<file path="src/rtl/cpu_defs.sv">
// Shared CPU definitions: next-PC source encoding, reset PC and the nop word.
package cpu_defs;

  typedef enum logic [1:0] {
    NPC_SEQ = 2'd0,
    NPC_BR  = 2'd1,
    NPC_J   = 2'd2,
    NPC_JR  = 2'd3
  } npc_sel_e;

  localparam logic [31:0] PC_RESET_DEFAULT = 32'h0000_3000;
  localparam logic [31:0] NOP              = 32'h0000_0000;

  // Sign-extended word offset of a branch immediate, already scaled to bytes.
  function automatic logic [31:0] br_offset(input logic [15:0] imm);
    return {{14{imm[15]}}, imm, 2'b00};
  endfunction

endpackage

</file>
<file path="src/rtl/fetch_unit_if.sv">
// Fetch-stage bus: hazard/ID control and imem data in, fetch address and IF/ID contents out.
interface fetch_unit_if;
  import cpu_defs::*;

  logic        stall;
  npc_sel_e    npc_sel;
  logic        br_cond;
  logic [31:0] jr_target;
  logic [31:0] instr_f;
  logic [31:0] pc_f;
  logic [31:0] instr_d;
  logic [31:0] pc_d;
  logic [31:0] pc8_d;
  logic        valid_d;

  modport master (
    output stall, npc_sel, br_cond, jr_target, instr_f,
    input  pc_f, instr_d, pc_d, pc8_d, valid_d
  );

  modport slave (
    input  stall, npc_sel, br_cond, jr_target, instr_f,
    output pc_f, instr_d, pc_d, pc8_d, valid_d
  );

endinterface

</file>
<file path="src/rtl/npc_gen.sv">
// Combinational next-PC mux; redirects come from the instruction held in ID (one delay slot).
module npc_gen
  import cpu_defs::*;
(
  input  logic [31:0] i_pc_f,
  input  logic [31:0] i_pc_d,
  input  logic [31:0] i_instr_d,
  input  npc_sel_e    i_npc_sel,
  input  logic        i_br_cond,
  input  logic [31:0] i_jr_target,
  input  logic        i_valid_d,
  output logic [31:0] o_npc
);

  logic [31:0] w_pc_f_plus4;
  logic [31:0] w_pc_d_plus4;

  assign w_pc_f_plus4 = i_pc_f + 32'd4;
  assign w_pc_d_plus4 = i_pc_d + 32'd4;

  always_comb begin
    o_npc = w_pc_f_plus4;
    // A reset bubble in ID carries no decoded control, so its npc_sel is meaningless.
    if (i_valid_d) begin
      unique case (i_npc_sel)
        NPC_SEQ: o_npc = w_pc_f_plus4;
        NPC_BR:  o_npc = i_br_cond ? (w_pc_d_plus4 + br_offset(i_instr_d[15:0]))
                                   : w_pc_f_plus4;
        NPC_J:   o_npc = (w_pc_d_plus4 & 32'hF000_0000)
                       | ((i_instr_d << 2) & 32'h0FFF_FFFC);
        NPC_JR:  o_npc = i_jr_target & 32'hFFFF_FFFC;
        default: o_npc = w_pc_f_plus4;
      endcase
    end
  end

endmodule

</file>
<file path="src/rtl/fetch_unit.sv">
// IF stage and IF/ID register: PC register, fetch address, and the fetched word with its PC and link address.
module fetch_unit
  import cpu_defs::*;
#(
  parameter logic [31:0] PC_RESET = PC_RESET_DEFAULT
) (
  input  logic         clk,
  input  logic         reset,
  fetch_unit_if.slave  bus
);

  logic [31:0] r_pc_f;
  logic [31:0] r_instr_d;
  logic [31:0] r_pc_d;
  logic [31:0] r_pc8_d;
  logic        r_valid_d;
  logic [31:0] w_npc;

  npc_gen u_npc_gen (
    .i_pc_f      (r_pc_f),
    .i_pc_d      (r_pc_d),
    .i_instr_d   (r_instr_d),
    .i_npc_sel   (bus.npc_sel),
    .i_br_cond   (bus.br_cond),
    .i_jr_target (bus.jr_target),
    .i_valid_d   (r_valid_d),
    .o_npc       (w_npc)
  );

  // Stall freezes everything; the redirect inputs stay live so it is taken on release.
  always_ff @(posedge clk or posedge reset) begin
    if (reset) begin
      r_pc_f    <= PC_RESET;
      r_instr_d <= NOP;
      r_pc_d    <= 32'h0;
      r_pc8_d   <= 32'h0;
      r_valid_d <= 1'b0;
    end else if (!bus.stall) begin
      r_pc_f    <= w_npc;
      r_instr_d <= bus.instr_f;
      r_pc_d    <= r_pc_f;
      r_pc8_d   <= r_pc_f + 32'd8;
      r_valid_d <= 1'b1;
    end
  end

  assign bus.pc_f    = r_pc_f;
  assign bus.instr_d = r_instr_d;
  assign bus.pc_d    = r_pc_d;
  assign bus.pc8_d   = r_pc8_d;
  assign bus.valid_d = r_valid_d;

endmodule

</file>
<file path="src/flat_wrapper.sv">
// flat-port wrapper written by rule: the top's interface ports become plain ports
module fetch_unit_flat import cpu_defs::*;
#(
  parameter logic [31:0] PC_RESET = PC_RESET_DEFAULT
)
  (clk, reset, bus_stall, bus_npc_sel, bus_br_cond, bus_jr_target, bus_instr_f, bus_pc_f, bus_instr_d, bus_pc_d, bus_pc8_d, bus_valid_d);
  fetch_unit_if bus_i ();
  input  logic clk;
  input  logic reset;
  input wire logic [$bits(bus_i.stall)-1:0] bus_stall;
  input wire logic [$bits(bus_i.npc_sel)-1:0] bus_npc_sel;
  input wire logic [$bits(bus_i.br_cond)-1:0] bus_br_cond;
  input wire logic [$bits(bus_i.jr_target)-1:0] bus_jr_target;
  input wire logic [$bits(bus_i.instr_f)-1:0] bus_instr_f;
  output wire logic [$bits(bus_i.pc_f)-1:0] bus_pc_f;
  output wire logic [$bits(bus_i.instr_d)-1:0] bus_instr_d;
  output wire logic [$bits(bus_i.pc_d)-1:0] bus_pc_d;
  output wire logic [$bits(bus_i.pc8_d)-1:0] bus_pc8_d;
  output wire logic [$bits(bus_i.valid_d)-1:0] bus_valid_d;
  assign bus_i.stall = bus_stall;
  assign bus_i.npc_sel = bus_npc_sel;
  assign bus_i.br_cond = bus_br_cond;
  assign bus_i.jr_target = bus_jr_target;
  assign bus_i.instr_f = bus_instr_f;
  assign bus_pc_f = bus_i.pc_f;
  assign bus_instr_d = bus_i.instr_d;
  assign bus_pc_d = bus_i.pc_d;
  assign bus_pc8_d = bus_i.pc8_d;
  assign bus_valid_d = bus_i.valid_d;
  fetch_unit #(.PC_RESET(PC_RESET)) u_core (.clk(clk), .reset(reset), .bus(bus_i));
endmodule
</file>
<file path="config.mk">
export PLATFORM = sky130hd
export DESIGN_NAME = fetch_unit_flat
export DESIGN_NICKNAME = d
export VERILOG_FILES = /design/src/rtl/cpu_defs.sv /design/src/rtl/fetch_unit_if.sv /design/src/rtl/npc_gen.sv /design/src/rtl/fetch_unit.sv /design/src/flat_wrapper.sv
export SDC_FILE = /design/constraint.sdc
export NUM_CORES = 1
export LEC_CHECK = 0
export BUFFER_PORTS_ARGS = -buffer_cell sky130_fd_sc_hd__buf_4
export CAP_MARGIN = 40
export CORE_UTILIZATION = 55
export CTS_CLUSTER_SIZE = 14
export DETAILED_ROUTE_END_ITERATION = 10
export PLACE_DENSITY = 0.86
export SLEW_MARGIN = 0
export SYNTH_ARGS = -nofsm -noshare
export SYNTH_HDL_FRONTEND = slang
export SYNTH_HIERARCHICAL = 1
export SYNTH_SLANG_ARGS = --single-unit
export TNS_END_PERCENT = 5
</file>
<file path="constraint.sdc">
create_clock -name clk -period 6.65 [get_ports clk]
set_input_delay 0.9975 -clock clk [delete_from_list [all_inputs] [get_ports clk]]
set_output_delay 0.9975 -clock clk [all_outputs]
set_load 0.01 [all_outputs]
</file>
# [Word-level counts from Yosys, hierarchy flattened]
# Index checks and enable logic that the tools add are counted.
[classes] addsub=4 n_eq_ne=3 mux=3 bitwise=1 reduce_logical=1
[ops] operator="$pmux 32 s4" n=1
[ops] operator="$add 32x3->32 const B" n=2
[ops] operator="$mux 32" n=2
[ops] operator="$add 32x32->32" n=1
[ops] operator="$add 32x4->32 const B" n=1
[ops] operator="$or 32x28->32" n=1
[ops] operator="$eq 2x2->1 const B" n=2
[ops] operator="$eq 2x1->1 const B" n=1
[ops] operator="$logic_not 2->1" n=1
[totals] register_bits=129 input_bits=70 output_inout_bits=129 wordCells=17

# [Longest topological paths before layout]
[logic_depth] depth_word=5 ltp_mapped=19 ltp_nobuf=16

# [Hierarchy]
# The synthesis kept the hierarchy.
[by_module_without_submodules] mod="fetch_unit" instances=1 cells_each=409 area_each_um2=5291.3 seq_area_each_um2=3155.5
[by_module_without_submodules] mod="npc_gen" instances=1 cells_each=564 area_each_um2=3821.2 seq_area_each_um2=0.0

# [Worst setup path after synthesis]
# OpenSTA, ideal clock, no wires.
[synth_timing] kind="register to register" from="register u_core.r_pc_d[4], in the netlist u_core/bus.pc_d[4]" to="register u_core.r_pc_f[29], in the netlist u_core/bus.pc_f[29]" setup_ns=0.125 t_arrival_ns=3.300 t_required_ns=6.525 setup_slack_ns=3.226 path_stages_with_launch=20 n_path_buf=3 synth_period_minus_slack_ns=3.424 path_cell_list="dfrtp_1 and4_1 buf_2 and4_1 buf_2 and3_1 nand2_1 nor2_1 xor2_1 ha_1 clkbuf_1 a21o_1 a21o_1 a21oi_1 inv_1 a21oi_1 o31ai_2 mux2i_1 a211oi_1 mux2_2"
[synth_between] elab_chain_len=5 word_cells_on_any_way=6 cone_classes="add/sub (2); mux (3); bitwise (1)"
[synth_rtl] element="start, declared" line="fetch_unit.sv:14" text="logic [31:0] r_pc_d;"
[synth_rtl] element="start signal, assigned" line="fetch_unit.sv:41" text="r_pc_d <= r_pc_f;"
[synth_rtl] element="$add 32x3->32 *" line="npc_gen.sv:19" text="assign w_pc_d_plus4 = i_pc_d + 32'd4;"
[synth_rtl] element="$add 32x32->32" line="npc_gen.sv:27" text="NPC_BR: o_npc = i_br_cond ? (w_pc_d_plus4 + br_offset(i_instr_d[15:0]))"
[synth_rtl] element="$mux 32" line="npc_gen.sv:27"
[synth_rtl] element="$pmux 32 s4 *" line="npc_gen.sv:25" text="unique case (i_npc_sel)"
[synth_rtl] element="$mux 32 *" line="npc_gen.sv:24" text="if (i_valid_d) begin"
[synth_rtl] element="via u_core.w_npc[29]" line="fetch_unit.sv:17" text="logic [31:0] w_npc;"
[synth_rtl] element="end signal, assigned" line="fetch_unit.sv:39" text="r_pc_f <= w_npc;"
[synth_rtl] element="end, declared" line="fetch_unit.sv:12" text="logic [31:0] r_pc_f;"
# The timed path passes the listed nets; every way through them passes the cells marked *.
# A chain may end at the register's enable or synchronous reset.

# [Worst setup path after layout]
# Same ends and word-level chain as after synthesis.

==> results.yml <==
placement:
  gp_congestion: 0.965
  dp_hpwl_mm: 20.8
  place_area_um2: 10700
  numPortBuffers: 196
  place_ws_ps: 2640
logic_synthesis:
  synth_seq_cells: 126
  yosys-top-cells-area: "dfrtp_1 34%, mux2_2 13%, xnor2_1 5.3%"
  synthMuxAreaShare_pct: 13.7
  synth_top_family_by_area: "simple AND/OR/NAND/NOR gates"
  synth_xor_area_share_pct: 8.36
  netlist-cell-type-count: 82
  yosysMostFrequentCell: "dfrtp_1"
  ys_seq_area_share_pct: 34.6
  syn_nets: 1081
  synth_top_area_cell: "dfrtp_1"
  synth_fa_ha_area_share_pct: 5.30
  synth_edf_count: 0
  async_reset_ff_share_pct: 100
  avgSynthCellArea_um2: 9.37
  synth_compound_area_share_pct: 16.1
  netlist_area_um2: 9110
  yosys_warnings: 6
  synth.top_cell.area_share_pct: 34.1
  synthCells: 973
  post_synth_and_or_nand_nor_area_fraction_pct: 18.5
  synth.top_cells.by_count: "124 x dfrtp_1, 102 x mux2_2, 101 x nand2_1"
  synth_flop_cell: "dfrtp_1"
route:
  postRouteAntennaNets: 0
  drt-total-wl_mm: 28.8
  vias: 8678
  vias_per_cell: 6.33
  wl_per_cell_um: 21.0
  first_iter_violations: 866
  drc: 0
  dr.pass1.iters: 7
sta:
  relSlewSlack_pct: 36.7
  period_needed_ps: 4130
  rsz0062_at_grt: "no"
  fin_skew_ps: 7.01
  finalWorstSetupSlack_ps: 2520
  tns_ps: 0
  fin_crit_sh_pct: 62.1
  tightest_slew_ps: 946
  setup_viol: 0
  max_clock_freq_mhz: 242
  report.final.slew_viol_count: 0
  hold_ws_ps: 487
  hold_viol: 0
critical_path:
  path_cells: "and4_1, and4_1, nand3_1, xnor2_1, ha_1, and3_1, and3_1, o311ai_1, a211oi_1, o21ai_1, o31ai_2, mux2i_1, a211oi_1, mux2_2"
  cp_slowest_stage_delay_ps: 450
  slowest_stage: "dfrtp_1"
  worstSetupPathDepth: 14
  critical_path_buf_inv_count: 0
  crit_end: "u_core/bus.pc_f[29]"
  startpoint_type: "flip-flop"
  critPathMaxFanout: 7
  cp-startpoint: "u_core/bus.pc_d[4]"
  worstSetupPathType: "reg -> reg"
  rr_worst_depth: 14
  reg2reg_slack_ps: 2520
  worstReg2RegStart: "u_core/bus.pc_d[4]"
  worstReg2RegEnd: "u_core/bus.pc_f[29]"
  critPathCaptureType: "flip-flop"
  worstPathRequired_ps: 6960
  cp_top_family: "simple AND/OR/NAND/NOR gates"
  cp.arrival_ps: 4430
cells_and_area:
  fin_nets: 1251
  antennaDiodeCount: 0
  design_area_um2: 11300
  fillerInstances: 1199
  area_growth_pct: 24.1
  layout-drive-gt1-share_pct: 31.4
  multi_input_area_um2: 5650
  ff_latch_area_um2: 3160
run_status:
  status: "finished, final reports clean"
clock_tree:
  cts_setup_buffers: 0
  cts_resized: 0
  htreeDepth: 4
  cts_tree: "yes"
  ctsLongestPathBuffers: 2
  hold_buffers: 0
  clkTransAtPathRegs_ps: 60
  cts.sinks: 126
  cts_buffers: 17
  clk_latency_ps: 420
  clock-root-buffer: "clkbuf_16"
floorplanning:
  die_w_um: 131
  ios: 199
  dieHeight_um: 131
  initial_utilization_pct: 57.0
  die_area_um2: 17100
  core_area_um2: 16000
  rows: 46
job:
  maxCapViolCount: 0
global_routing:
  grt_antenna_before_repair: 0
  grt_pass1_wl_mm: 44.2
  grt_pass1_vias: 8265
  grt-ovfl-total: 0
  grt.total_usage_pct: 34.2
  grt_max_degree: 78
min_path:
  hold_path.class: "reg -> reg"
power:
  power_leakage_uw: 0.00503
  vdd_drop_max_mv: 0.262
  power_density_nw_per_um2: 344
-- metal layers --
metal | wire [µm] | GRT usage (%) | share of wire, %
met5 | 0 | 0 | 0
met4 | 1190 | 16.3 | 4.1
met3 | 2230 | 6.43 | 7.8
met2 | 13800 | 55.6 | 48
met1 | 11600 | 44.0 | 40
-- registers in the layout (all words and copies together), names as in the netlist --
name                count
u_core/bus.valid_d      1
u_core/bus.pc_d        32
u_core/bus.pc8_d       29
u_core/bus.instr_d     32
u_core/bus.pc_f        32
-- logic make-up (layout without fill, tap and decap cells) --
kind of cell             count (synthesis)  after routing
AND/OR/NAND/NOR                        320            320
AO/OA/AOI/OAI                          217            217
flip-flops                             126            126
multiplexers                           112            112
XOR/XNOR                                87             87
buffers and inverters                   73            256
adder cells (fa/ha/maj)                 38             38
-- cells in the final DEF (no fill, tap or decap), types with 15 or more instances in the layout --
cell,synthesis,routed
a21oi_1,41,41
buf_4,5,201
clkbuf_16,0,17
ha_1,37,37
nand2_1,101,101
dfrtp_1,124,124
and4_1,15,15
nand3_1,44,44
xnor2_1,55,55
nor2_1,48,48
nand4_1,31,31
and3_1,17,17
xor2_1,32,32
inv_1,21,20
o21ai_0,54,54
mux2_2,102,102
-- per-stage QoR --
step	cells	util [%]	total power, µW
2_1_floorplan	973	-	2220
3_3_place_gp	1338	66.6	2820
3_5_place_dp	1339	66.8	2870
4_1_cts	1371	70.7	3870
5_1_grt	1372	70.7	4090
6_report	1372	70.7	3890
-- how the worst min path moves through the flow --
stage                                    start              endpoint  slack (ps)  depth (start not counted)
after global routing       u_core/bus.pc8_d[7]   u_core/bus.pc8_d[7]         510                          2
after CTS                 u_core/bus.pc8_d[10]  u_core/bus.pc8_d[10]         490                          2
after global placement    u_core/bus.pc8_d[17]  u_core/bus.pc8_d[17]         470                          2
after floorplan           u_core/bus.pc8_d[10]  u_core/bus.pc8_d[10]         520                          2
final                     u_core/bus.pc8_d[10]  u_core/bus.pc8_d[10]         490                          2
after detailed placement  u_core/bus.pc8_d[10]  u_core/bus.pc8_d[10]         480                          2
-- final cells by class --
| cell class | count | share of cell area, % |
|---|---|---|
| multi-input cells | 774 | 49.9 |
| flip-flops and latches | 126 | 27.9 |
| repair buffers | 203 | 13.6 |
| clock buffers | 20 | 4.04 |
| well taps | 216 | 2.39 |
| clock inverters | 12 | 1.40 |
| inverters | 21 | 0.719 |
-- power by group --
group | internal [µW] | leakage, µW | switching (µW)
Sequential | 940 | 0.00152 | 325
Combinational | 789 | 0.00322 | 852
Clock | 613 | 0.000297 | 367
Total | 2340 | 0.00503 | 1540
-- worst reg2reg max path, stage by stage, from the launching register on --
cell and delay [ps]:
dfrtp_1 450, and4_1 370, and4_1 380, nand3_1 130
xnor2_1 160, ha_1 330, and3_1 220, and3_1 190
o311ai_1 170, a211oi_1 430, o21ai_1 240, o31ai_2 310
mux2i_1 260, a211oi_1 90, mux2_2 300
(Power assumes the default switching activity.)
